**config.mk**
```make
export PLATFORM = sky130hd
export DESIGN_NAME = amount_entry_controller
export DESIGN_NICKNAME = d
export VERILOG_FILES = /design/src/rtl/keypad_pkg.sv /design/src/rtl/amount_entry_controller_key_event_detect.sv /design/src/rtl/amount_entry_controller.sv
export SDC_FILE = /design/constraint.sdc
export NUM_CORES = 1
export LEC_CHECK = 0
export ABC_AREA = 1
export CAP_MARGIN = 20
export CORE_ASPECT_RATIO = 0.7
export CORE_UTILIZATION = 37
export DETAILED_ROUTE_END_ITERATION = 6
export HOLD_SLACK_MARGIN = 0.15
export PLACE_DENSITY = 0.62
export SLEW_MARGIN = 20
export SYNTH_ARGS = -nofsm -noshare
export SYNTH_HDL_FRONTEND = slang
export SYNTH_SLANG_ARGS = --single-unit
```
**constraint.sdc**
```tcl
create_clock -name clk -period 2.2 [get_ports clk]
set_clock_uncertainty 0.05 [all_clocks]
set_input_delay 0.44 -clock clk [delete_from_list [all_inputs] [get_ports clk]]
set_output_delay 0.44 -clock clk [all_outputs]
set_load 0.01 [all_outputs]
```
**src/rtl/keypad_pkg.sv**
```systemverilog
// Key codes and session state encodings shared by the keypad scanner, the amount
// entry controller and the charge controller.
package keypad_pkg;

    localparam logic [3:0] KEY_DIGIT_MAX = 4'd9;
    localparam logic [3:0] KEY_START     = 4'd10;
    localparam logic [3:0] KEY_CLEAR     = 4'd11;
    localparam logic [3:0] KEY_CONFIRM   = 4'd12;

    typedef enum logic [1:0] {
        ST_IDLE      = 2'd0,
        ST_ENTRY     = 2'd1,
        ST_CONFIRMED = 2'd2
    } state_e;

    function automatic logic is_digit(input logic [3:0] key);
        return key <= KEY_DIGIT_MAX;
    endfunction

    function automatic logic [6:0] bcd2bin(input logic [3:0] hi, input logic [3:0] lo);
        return 7'(hi) * 7'd10 + 7'(lo);
    endfunction

endpackage

```
**src/rtl/amount_entry_controller_key_event_detect.sv**
```systemverilog
// Turns the scanner's press level into a one-cycle key event and presents the key
// code for that cycle.
module key_event_detect
    import keypad_pkg::*;
(
    input  logic       clk,
    input  logic       rst_i,
    input  logic       press_i,
    input  logic [3:0] key_value_i,
    output logic       key_evt_o,
    output logic [3:0] key_code_o
);

    logic press_q;

    // Resetting to 1 means a key still held through reset needs a fresh press.
    always_ff @(posedge clk or posedge rst_i) begin
        if (rst_i) begin
            press_q <= 1'b1;
        end else begin
            press_q <= press_i;
        end
    end

    assign key_evt_o  = press_i & ~press_q;
    assign key_code_o = key_evt_o ? key_value_i : 4'd0;

endmodule

```
**src/rtl/amount_entry_controller.sv**
```systemverilog
// Session sequencer: collects up to two decimal digits, validates the amount on
// confirm, holds it for the charge controller and aborts abandoned entries.
module amount_entry_controller
    import keypad_pkg::*;
#(
    parameter int MAX_AMOUNT  = 20,
    parameter int TIMEOUT_CYC = 10000,
    parameter int TMR_W       = 14
) (
    input  logic       clk,
    input  logic       rst_n,
    input  logic       press,
    input  logic [3:0] key_value,
    input  logic       charge_done,
    output logic [1:0] state,
    output logic [3:0] digit_hi,
    output logic [3:0] digit_lo,
    output logic [6:0] amount,
    output logic       amount_valid,
    output logic       err
);

    localparam logic [TMR_W-1:0] TMR_LAST = TMR_W'(TIMEOUT_CYC - 1);
    localparam logic [6:0]       AMT_MAX  = 7'(MAX_AMOUNT);

    state_e           state_q;
    logic [3:0]       digit_hi_q;
    logic [3:0]       digit_lo_q;
    logic [6:0]       amount_q;
    logic [1:0]       count_q;
    logic [TMR_W-1:0] timer_q;
    logic             amount_valid_q;
    logic             err_q;

    logic             key_evt;
    logic [3:0]       key_code;

    key_event_detect u_key_event_detect (
        .clk         (clk),
        .rst_i       (rst_n),
        .press_i     (press),
        .key_value_i (key_value),
        .key_evt_o   (key_evt),
        .key_code_o  (key_code)
    );

    always_ff @(posedge clk or posedge rst_n) begin
        if (rst_n) begin
            state_q        <= ST_IDLE;
            digit_hi_q     <= 4'd0;
            digit_lo_q     <= 4'd0;
            amount_q       <= 7'd0;
            count_q        <= 2'd0;
            timer_q        <= '0;
            amount_valid_q <= 1'b0;
            err_q          <= 1'b0;
        end else begin
            amount_valid_q <= 1'b0;
            err_q          <= 1'b0;
            case (state_q)
                ST_IDLE: begin
                    timer_q <= '0;
                    if (key_evt && key_code == KEY_START) begin
                        state_q    <= ST_ENTRY;
                        digit_hi_q <= 4'd0;
                        digit_lo_q <= 4'd0;
                        amount_q   <= 7'd0;
                        count_q    <= 2'd0;
                    end
                end
                ST_ENTRY: begin
                    if (key_evt) begin
                        timer_q <= '0;
                        if (is_digit(key_code)) begin
                            if (count_q < 2'd2) begin
                                // amount follows the shifted digits in the same edge
                                digit_hi_q <= digit_lo_q;
                                digit_lo_q <= key_code;
                                amount_q   <= bcd2bin(digit_lo_q, key_code);
                                count_q    <= count_q + 2'd1;
                            end
                        end else if (key_code == KEY_START || key_code == KEY_CLEAR) begin
                            digit_hi_q <= 4'd0;
                            digit_lo_q <= 4'd0;
                            amount_q   <= 7'd0;
                            count_q    <= 2'd0;
                        end else if (key_code == KEY_CONFIRM && amount_q != 7'd0) begin
                            if (amount_q <= AMT_MAX) begin
                                state_q        <= ST_CONFIRMED;
                                amount_valid_q <= 1'b1;
                            end else begin
                                err_q      <= 1'b1;
                                digit_hi_q <= 4'd0;
                                digit_lo_q <= 4'd0;
                                amount_q   <= 7'd0;
                                count_q    <= 2'd0;
                            end
                        end
                    end else if (timer_q == TMR_LAST) begin
                        state_q    <= ST_IDLE;
                        err_q      <= 1'b1;
                        timer_q    <= '0;
                        digit_hi_q <= 4'd0;
                        digit_lo_q <= 4'd0;
                        amount_q   <= 7'd0;
                        count_q    <= 2'd0;
                    end else begin
                        timer_q <= timer_q + 1'b1;
                    end
                end
                ST_CONFIRMED: begin
                    timer_q <= '0;
                    if (charge_done) begin
                        state_q    <= ST_IDLE;
                        digit_hi_q <= 4'd0;
                        digit_lo_q <= 4'd0;
                        amount_q   <= 7'd0;
                        count_q    <= 2'd0;
                    end
                end
                default: begin
                    state_q    <= ST_IDLE;
                    timer_q    <= '0;
                    digit_hi_q <= 4'd0;
                    digit_lo_q <= 4'd0;
                    amount_q   <= 7'd0;
                    count_q    <= 2'd0;
                end
            endcase
        end
    end

    assign state        = state_q;
    assign digit_hi     = digit_hi_q;
    assign digit_lo     = digit_lo_q;
    assign amount       = amount_q;
    assign amount_valid = amount_valid_q;
    assign err          = err_q;

endmodule

```
# == Word-level counts from Yosys, hierarchy flattened ==
# Index checks and enable logic that the tools add are counted.
# word_totals
regBits,36
output_inout_bits,19
word_cells,99
# op_classes
add_sub_neg,3
multipliers,1
order_cmp,3
n_eq_ne,16
n_mux,58
n_bitwise,2
n_reduce_logical,7
# op_table
op,n
two-way mux 7 bit,9
two-way mux 4 bit,13
two-way mux 14 bit,3
two-way mux 2 bit,15
one-hot mux 4 bit (3 select lines),2
one-hot mux 7 bit (3 select lines),1
!= test 3 bit (second input constant),5
adder 14 x 1 -> 14 bit (second input constant),1
== test 14 bit (second input constant),1
two-way mux 1 bit,13
== test 4 bit (second input constant),3
one-hot mux 2 bit (3 select lines),2
!= test 5 bit (second input constant),2
adder 7 x 4 -> 7 bit,1
less-or-equal comparator 7 x 5 -> 1 bit (second input constant),1
AND reduction 7 bit,1
nonzero test 7 bit,1
multiplier 4 x 3 -> 6 bit (second input constant),1
AND reduction 6 bit,1
less-or-equal comparator 4 bit (second input constant),1
!= test 2 bit (second input constant),2
!= test 4 bit (second input constant),1
adder 2 x 1 -> 2 bit (second input constant),1
== test 2 x 1 -> 1 bit (second input constant),1
7 further kinds,8

# == Depth between registers and ports, before layout ==
# logic_depth
depth_word,10
depth_mapped,15
ltp_nobuf,15

# == Hierarchy ==
# A second synthesis with hierarchy kept.
# unflattened
hier_cells,289
hier_area_um2,2198.4
# modules_own_cells
module,instances,cells_per_inst,area_each_um2,seq_area_each_um2
amount_entry_controller,1,276,2124.5,850.8
key_event_detect,1,13,73.8,26.3

# == Worst setup path after synthesis ==
# Ideal clock, no wire load.
# synth_timing
path_kind,flip-flop to flip-flop
from,"register digit_lo_q[1], in the netlist digit_lo[1]"
to,"register amount_q[6], in the netlist amount[6]"
t_arrival_ns,1.872
path_slack_ns,0.161
stages_incl_launch_ff,11
synth_period_minus_slack_ns,2.039
path_cell_list,dfrtp_1 ha_1 ha_1 inv_1 fa_1 nor2_1 o21ai_0 nand3_1 nand2_1 nand2_1 nand2_1
# synth_between
elab_chain_cells,6
# synth_rtl
item,line_no,rtl
"start, declared",amount_entry_controller.sv:28,logic [3:0] digit_lo_q;
"start signal, assigned",amount_entry_controller.sv:78,digit_lo_q <= key_code;
multiplier 4 x 3 -> 6 bit,keypad_pkg.sv:21,return 7'(hi) * 7'd10 + 7'(lo);
adder 7 x 4 -> 7 bit,keypad_pkg.sv:21,
two-way mux 7 bit,amount_entry_controller.sv:75,if (count_q < 2'd2) begin
two-way mux 7 bit,amount_entry_controller.sv:74,if (is_digit(key_code)) begin
two-way mux 7 bit,amount_entry_controller.sv:72,if (key_evt) begin
one-hot mux 7 bit (3 select lines),amount_entry_controller.sv:60,case (state_q)
"end signal, assigned",amount_entry_controller.sv:79,"amount_q <= bcd2bin(digit_lo_q, key_code);"
"end, declared",amount_entry_controller.sv:29,logic [6:0] amount_q;
# Every way passes these cells. The select of a mux whose other input is x is not followed.
# A chain may end at the register's enable or synchronous reset.

# == Final worst setup path ==
# Same ends and word-level chain as after synthesis.

==> results.sh <==
export IMPL_status="completed"
export IMPL_path_class="reg2reg"
export IMPL_synth_top_cell_area_share=0.412
export IMPL_period_needed_ps=2060
export IMPL_cp_arrival_ps=2200
export IMPL_dieHeight_um=64.5
export IMPL_setup_worst_path_end_class="flop"
export IMPL_yosysTopAreaCell="dfrtp_1"
export IMPL_rows=22
export IMPL_cts_tree="built"
export IMPL_ys_warn_count=0
export IMPL_hp_class="in2reg"
export IMPL_ys_flop_type="dfrtp_1"
export IMPL_clk_latency_ps=290
export IMPL_firstDrtPassIters=5
export IMPL_numCtsBuffers=5
export IMPL_hpwl_mm=3.54
export IMPL_vdd_drop_max_mv=0.481
export IMPL_syn_avg_cell_area_um2=7.32
export IMPL_num_vias=1858
export IMPL_grt_pass1_vias=1726
export IMPL_wire_per_inst_um=11.6
export IMPL_grt_max_degree=36
export IMPL_start_util=0.389
export IMPL_required_ps=2340
export IMPL_power_leakage_nw=1.32
export IMPL_relSlewSlack=0.698
export IMPL_synthTopCellsByCount="nand2_1 (93), inv_1 (37), dfrtp_1 (34), nor2_1 (34), nand3_1 (16)"
export IMPL_cts_root_buf="clkbuf_8"
export IMPL_antenna_found_initial=0
export IMPL_die_area_um2=5890
export IMPL_syn_num_nets=297
export IMPL_yosys_top_cells_area="dfrtp_1 (41%), nand2_1 (17%), inv_1 (6.7%)"
export IMPL_setup_viol=0
export IMPL_hold_violations=0
export IMPL_cts_sinks=35
export IMPL_globalRoute_totalOverflow=0
export IMPL_die_x_um=91.3
export IMPL_setup_tns_ps=0
export IMPL_fmax_ghz=0.485
export IMPL_wirelength_mm=4.68
export IMPL_gpl_final_weighted_congestion=0.889
export IMPL_ios=27
export IMPL_antenna_cells=0
export IMPL_portBuffers=26
export IMPL_drv_cap=0
export IMPL_power_mw=2.01
export IMPL_hold_path_depth=1
export IMPL_yosysMostFrequentCell="nand2_1"
export IMPL_fill_cells=534
export IMPL_ys_seq_elements=35
export IMPL_period_share=0.938
export IMPL_worst_pin_slew_ps=454
export IMPL_fin_area_um2=2630
export IMPL_cts_max_level=2
export IMPL_critPathMaxFanout=3
export IMPL_nNetsFinal=344
export IMPL_r2r_slack_ps=140
export IMPL_grt_usage=0.180
export IMPL_areaGrowthSynthToFinish_pct=27.2
export IMPL_async_flop_share=1.00
export IMPL_vias_per_cell=4.62
export IMPL_pwr_density_cell_nw_per_um2=767
export IMPL_fin_util=0.494
export IMPL_syn_area_um2=2060
export IMPL_crit_path_start_kind="flop"
export IMPL_synth_cell_type_count=28
export IMPL_clk_path_buf_depth=2
export IMPL_synth_edf_count=0
export IMPL_ant_nets=0
export IMPL_core_area_um2=5310
export IMPL_syn_inst=282
export IMPL_clk_pin_slew_ps=80
export IMPL_reg2regPathDepth=10
export IMPL_rsz0062_at_grt="true"
export IMPL_final_max_slew_viol_count=0
export IMPL_drc=0
export IMPL_drive_gt1_frac=0.148
export IMPL_drt_iter0_markers=171
export IMPL_grt_pass1_wl_mm=8.14
export IMPL_ys_seq_area_frac=0.425
export IMPL_placed_area_um2=2500
-- sequential cells by signal, indices dropped and copies added (netlist names) --
| signal | cells |
|---|---|
| timer_q | 14 |
| amount | 6 |
| digit_hi | 4 |
| digit_lo | 4 |
| count_q | 2 |
| state | 2 |
| amount_valid | 1 |
| err | 1 |
| u_key_event_detect.press_q | 1 |
-- critical path: stages, from the launching register on --
cell and delay (ps):
dfrtp_1 380, ha_1 290, ha_1 190, inv_1 70, fa_2 470, nor2_4 130
nand3_1 130, nand3_1 100, nand2_1 50, nand2_1 50, nand2_1 40
-- metal layers --
layer	global-route usage	up-vias	part of all wire
met5	0	-	0
met4	0.0536	0	0.011
met3	0.0399	5	0.046
met2	0.250	39	0.39
met1	0.277	844	0.56
li1	-	970	-
-- placed cells by master, fill, tap and decap left out, types with 3 or more instances in the layout --
master	instances
o21ai_0	8
nor3_1	3
nand4_1	4
buf_4	16
clkbuf_8	5
nor2_2	5
ha_1	6
xor2_1	3
nor2_1	33
inv_2	5
nand3_1	16
clkdlybuf4s50_1	25
nand2_1	93
inv_1	37
a21oi_1	12
dfrtp_1	34
nand3_2	3
nor2_4	3
-- worst paths after layout --
check | from | to
worst max register to register | digit_lo[1] | amount[6]
min in group asynchronous | rst_n | timer_q[2]
max in group asynchronous | rst_n | u_key_event_detect.press_q
worst max-delay path | digit_lo[1] | amount[6]
worst min register to register | timer_q[0] | timer_q[0]
worst min-delay path | press | u_key_event_detect.press_q
-- cell families after synthesis --
| logic type | Yosys count | synth area share |
|---|---|---|
| and+or+nand+nor | 170 | 0.371 |
| adders and majority gates | 7 | 0.0461 |
| xor gates and xnor gates | 3 | 0.0127 |
| DFF | 35 | 0.425 |
| buffers and inverters | 45 | 0.0909 |
| AOI/OAI and AO/OA | 22 | 0.0545 |
-- metrics by stage --
stage,cells,worst slack (ps),hold slack (ps)
2_1_floorplan,282,161,374
3_3_place_gp,393,-180,397
3_5_place_dp,393,-236,402
4_1_cts,401,72.3,413
5_1_grt,402,-1.62,330
6_report,402,136,338
-- power by group --
| part | internal (mW) | switching [mW] |
|---|---|---|
| Sequential | 0.709 | 0.0598 |
| Combinational | 0.316 | 0.452 |
| Clock | 0.220 | 0.256 |
| Total | 1.25 | 0.768 |
-- final cells by class --
type,count,area [µm²],area share
Clock buffer,5,68.8,0.0262
Sequential cell,35,877,0.334
Tap cell,72,90.1,0.0343
Multi-Input combinational cell,202,1010,0.384
Clock inverter,3,20.0,0.00762
Inverter,42,158,0.0600
Timing Repair Buffer,43,403,0.153
-- what timing repair did --
| item | 4_1_cts | 5_1_grt |
|---|---|---|
| hold buffers | 0 | 0 |
| setup endpoints to repair | 0 | 15 |
| resized for setup | 0 | 5 |
| buffers inserted | 0 | 1 |
(Power assumes the default switching activity.)
==> patch 1, RTL diff (same settings) <==
Register the inputs `press`, `key_value` and `charge_done` before use. The logic sees them one clock later. Comments in the files are not updated.
--- a/src/rtl/amount_entry_controller.sv
+++ b/src/rtl/amount_entry_controller.sv
@@ -23,6 +23,16 @@
     localparam logic [TMR_W-1:0] TMR_LAST = TMR_W'(TIMEOUT_CYC - 1);
     localparam logic [6:0]       AMT_MAX  = 7'(MAX_AMOUNT);
 
+    logic press_r;
+    logic [3:0] key_value_q;
+    logic charge_done_q;
+
+    always_ff @(posedge clk) begin
+        press_r       <= press;
+        key_value_q   <= key_value;
+        charge_done_q <= charge_done;
+    end
+
     state_e           state_q;
     logic [3:0]       digit_hi_q;
     logic [3:0]       digit_lo_q;
@@ -38,8 +48,8 @@
     key_event_detect u_key_event_detect (
         .clk         (clk),
         .rst_i       (rst_n),
-        .press_i     (press),
-        .key_value_i (key_value),
+        .press_i     (press_r),
+        .key_value_i (key_value_q),
         .key_evt_o   (key_evt),
         .key_code_o  (key_code)
     );
@@ -110,7 +120,7 @@
                 end
                 ST_CONFIRMED: begin
                     timer_q <= '0;
-                    if (charge_done) begin
+                    if (charge_done_q) begin
                         state_q    <= ST_IDLE;
                         digit_hi_q <= 4'd0;
                         digit_lo_q <= 4'd0;
Function: changed (a bounded check fails within 4 cycles, from zero or initial values and one cycle with rst_n high).
==> patch 1 against the unedited design <==
Cell area rose by 0.14%; power rose by 1.8%; sequential cell count rose by 6; global-route usage fell by 0.94 points; cell count fell by 2.2%; synthesized area rose by 4.7%; wire length fell by 5.0%; setup slack improved by 52 ps; sequential share of layout area rose by 4.5 points; largest cell class is now sequential cells; largest power group unchanged.
==> patch 1: results (changes against the unedited design) <==
metric,value,unit,change
largest_reg_flops,14,,unchanged
p_leak,0.00130,uW,was 0.00132 uW
cts_made_buffers,5,,unchanged
wl_per_cell,11.3,um,was 11.6 um
regMostFlops,timer_q,,unchanged
drtIter0Drc,96,,was 171
grt_usage,17.1,%,was 18.0%
gp_congestion,0.824,,was 0.889
finalHoldViolCount,0,,unchanged
status,completed,,unchanged
dpl_cell_area,2520,um2,was 2500 um2
synth_nets,300,,was 297
layout-drive-gt1-share,10.9,%,was 14.8%
routed_wirelength,4.45,mm,was 4.68 mm
grt_pass1_vias,1683,,was 1726
htreeDepth,2,,unchanged
synth-seq-area-share,46.1,%,was 42.5%
ir_drop,543,uV,was 481 uV
first_pass_iters,4,,was 5
io_buffers,26,,unchanged
synth.area.top_cells,"dfrtp_1 (39%), nand2_1 (16%), inv_1 (6.6%), dfxtp_1 (5.6%), nor2_1 (5.4%)",,"was dfrtp_1 (41%), nand2_1 (17%), inv_1 (6.7%), nor2_1 (6.2%), nand3_1 (3.9%)"
antenna_cells,0,,unchanged
dpl_worst_slack,156,ps,was -236 ps
postSynthAreaPerCell,7.59,um2,was 7.32 um2
synthArstFlopShare,85.4,%,was 100%
ys_types,31,,was 28
synth_common_cells,"nand2_1 (94), inv_1 (38), dfrtp_1 (34), nor2_1 (31), nand3_1 (18)",,"was nand2_1 (93), inv_1 (37), dfrtp_1 (34), nor2_1 (34), nand3_1 (16)"
worstMarginPinSlew,448,ps,was 454 ps
antenna_found_initial,0,,unchanged
clockBufferDepth,2,,unchanged
nNetsFinal,335,,was 344
grt_pass1_wl,8.01,mm,was 8.14 mm
hpwl,3.38,mm,was 3.54 mm
placed_cells_incl_taps,385,,was 393
via_count,1761,,was 1858
min_path_type,reg2reg,,was in2reg
ys.flop_type,dfrtp_1,,unchanged
-- patch 1: changes by cell type in the layout (fill, tap and decap cells not counted), sizes merged, moves of 3 or more --
cell and delta:
buf -12, dfxtp +6, nor2 -5, o21ai +3
-- patch 1: where the power goes --
part           internal, uW  switching, uW
registers               820           59.5
logic                   259            399
clock network           254            260
-- patch 1: cell type report --
cell class / count / area [um2]
well taps: 72 / 90.1
inverters: 41 / 154
flip-flops and latches: 41 / 997
repair buffers: 31 / 298
fillers: 517 / 2790
clock inverters: 2 / 13.8
clock buffers: 6 / 82.6
multi-input cells: 200 / 995
-- patch 1: path summary, 6_finish.rpt --
path / start / slack (ps) / cells after the start / end
setup / recovery: digit_lo[3] / 190 / 11 / amount[6]
hold / removal: press_r / 370 / 0 / u_key_event_detect.press_q
setup reg to reg: digit_lo[3] / 190 / 11 / amount[6]
hold reg to reg: press_r / 370 / 0 / u_key_event_detect.press_q
max in group asynchronous: rst_n / 1250 / 3 / u_key_event_detect.press_q
min in group asynchronous: rst_n / 500 / 3 / timer_q[0]
-- patch 1: worst max-delay path: stages (launching register included) --
cell and delay, ps:
dfrtp_1 390, ha_1 280, ha_2 160, inv_2 40, fa_1 500, nor2_2 160
nand3_2 90, nand2_1 80, nand2_1 40, nand2_1 50, nand2_1 40, nand2_1 60
-- patch 1: cells by family (layout without fill, tap and decap cells) --
group	after synthesis	count (layout)	synth area share (%)
compound gates	25	25	6.08
flops	41	41	46.1
fa+ha+maj	7	7	4.40
buf+inv	44	80	8.51
simple gates	165	165	33.7
xor+xnor	3	3	1.22
-- patch 1: routing by layer --
layer  up-vias  wire (um)  GRT usage (%)
met3         2        211           5.29
met2        28       1600           23.1
li1        960          -              -
met1       771       2620           26.1
met4         0         19           4.04
met5         -          0              0
==> patch 2, RTL diff (same settings) <==
Without the edit above. Set the parameter `TMR_W` to 10 (it was 14).
--- a/src/rtl/amount_entry_controller.sv
+++ b/src/rtl/amount_entry_controller.sv
@@ -5,7 +5,7 @@
 #(
     parameter int MAX_AMOUNT  = 20,
     parameter int TIMEOUT_CYC = 10000,
-    parameter int TMR_W       = 14
+    parameter int TMR_W       = 10
 ) (
     input  logic       clk,
     input  logic       rst_n,
Formal check against the unedited RTL: same outputs for any inputs over 10 cycles, from zero or initial values and one cycle with rst_n high; that may be too few to reach the edited logic, so the function may still have changed.
==> patch 2 against the unedited design <==
Synthesized cell count down 18%; via count decreased by 15%; wire length decreased by 14%; hold slack better by 68 ps; sequential cell count is 4 lower; power down 7.9%; cell area down 8.9%; setup slack lost 9.8 ps; synthesized area fell by 9.3%; non-clock buffer count up 1; largest cell class unchanged.
==> patch 2: results (changes against the unedited design) <==
metric,value,unit,change
status,completed,,unchanged
ys_types,33,,was 28
dpl_cell_area,2310,um2,was 2500 um2
grt_pass1_vias,1418,,was 1726
routed_wirelength,4.03,mm,was 4.68 mm
ir_drop,342,uV,was 481 uV
cpMaxStageDelayCell,fa_1,,was fa_2
synth_compound_area_share,9.09,%,was 5.45%
synth_common_cells,"nand2_1 (54), inv_1 (34), dfrtp_1 (30), nor2_1 (26), nand3_1 (12)",,"was nand2_1 (93), inv_1 (37), dfrtp_1 (34), nor2_1 (34), nand3_1 (16)"
wl_met2,1.58,mm,was 1.81 mm
p_leak,0.00118,uW,was 0.00132 uW
syn-instance-count,231,,was 282
wl_met3,175,um,was 215 um
synth.area.top_cells,"dfrtp_1 (40%), nand2_1 (11%), inv_1 (6.8%), nor2_1 (5.2%), o21ai_2 (4.7%)",,"was dfrtp_1 (41%), nand2_1 (17%), inv_1 (6.7%), nor2_1 (6.2%), nand3_1 (3.9%)"
gp_congestion,0.791,,was 0.889
drtIter0Drc,100,,was 171
worstMarginPinSlew,438,ps,was 454 ps
met2_usage,23.6,%,was 25.0%
placed_cells_incl_taps,340,,was 393
grt_usage,17.2,%,was 18.0%
wl_per_cell,11.6,um,about the same
met1_usage,25.8,%,was 27.7%
synth_fa_ha_area_share,5.08,%,was 4.61%
first_pass_iters,4,,was 5
synthXorXnorAreaFrac,2.34,%,was 1.27%
grt_use_met3,4.02,%,was 3.99%
wl_met1,2.22,mm,was 2.61 mm
[patch 2: changes by cell type after synthesis, moves of 3 or more]
cell / before / now
nor2_2: 5 / 1
o21ai_0: 9 / 5
nand2_2: 1 / 11
nor2_1: 34 / 26
nand3_1: 16 / 12
a21oi_1: 12 / 4
inv_1: 37 / 34
dfrtp_1: 34 / 30
nand2_1: 93 / 54
o21ai_2: 0 / 10
[patch 2: final cells by class]
type / count / area share, %
flip-flops and latches: 31 / 32.5
clock buffers: 5 / 2.88
well taps: 69 / 3.61
clock inverters: 3 / 0.627
inverters: 37 / 5.80
repair buffers: 44 / 16.5
multi-input cells: 159 / 38.1
[patch 2: final timing paths]
path | end | slack [ps] | start
hold reg to reg | timer_q[0] | 410 | timer_q[0]
min in group asynchronous | timer_q[5] | 500 | rst_n
hold / removal | timer_q[0] | 410 | timer_q[0]
max in group asynchronous | u_key_event_detect.press_q | 1270 | rst_n
setup / recovery | amount[6] | 130 | digit_lo[1]
setup reg to reg | amount[6] | 130 | digit_lo[1]
[patch 2: where the power goes]
group / total (uW) / leakage, uW / switching (uW) / internal [uW]
Sequential: 693 / 0.000425 / 56.9 / 636
Clock: 427 / 0.0000477 / 211 / 216
Combinational: 736 / 0.000705 / 435 / 301
[patch 2: kinds of logic (layout without fill, tap and decap cells)]
| logic type | count (synthesis) | count (layout) |
|---|---|---|
| compound gates | 23 | 23 |
| xor+xnor | 5 | 5 |
| buf+inv | 41 | 89 |
| flops | 31 | 31 |
| fa+ha+maj | 7 | 7 |
| simple gates | 124 | 124 |
[patch 2: worst reg2reg max path, delay by kind of cell (launching register included)]
family | cells | cell delay [ps]
fa+ha+maj | 3 | 940
simple gates | 5 | 420
flops | 1 | 380
compound gates | 1 | 120
buf+inv | 1 | 60
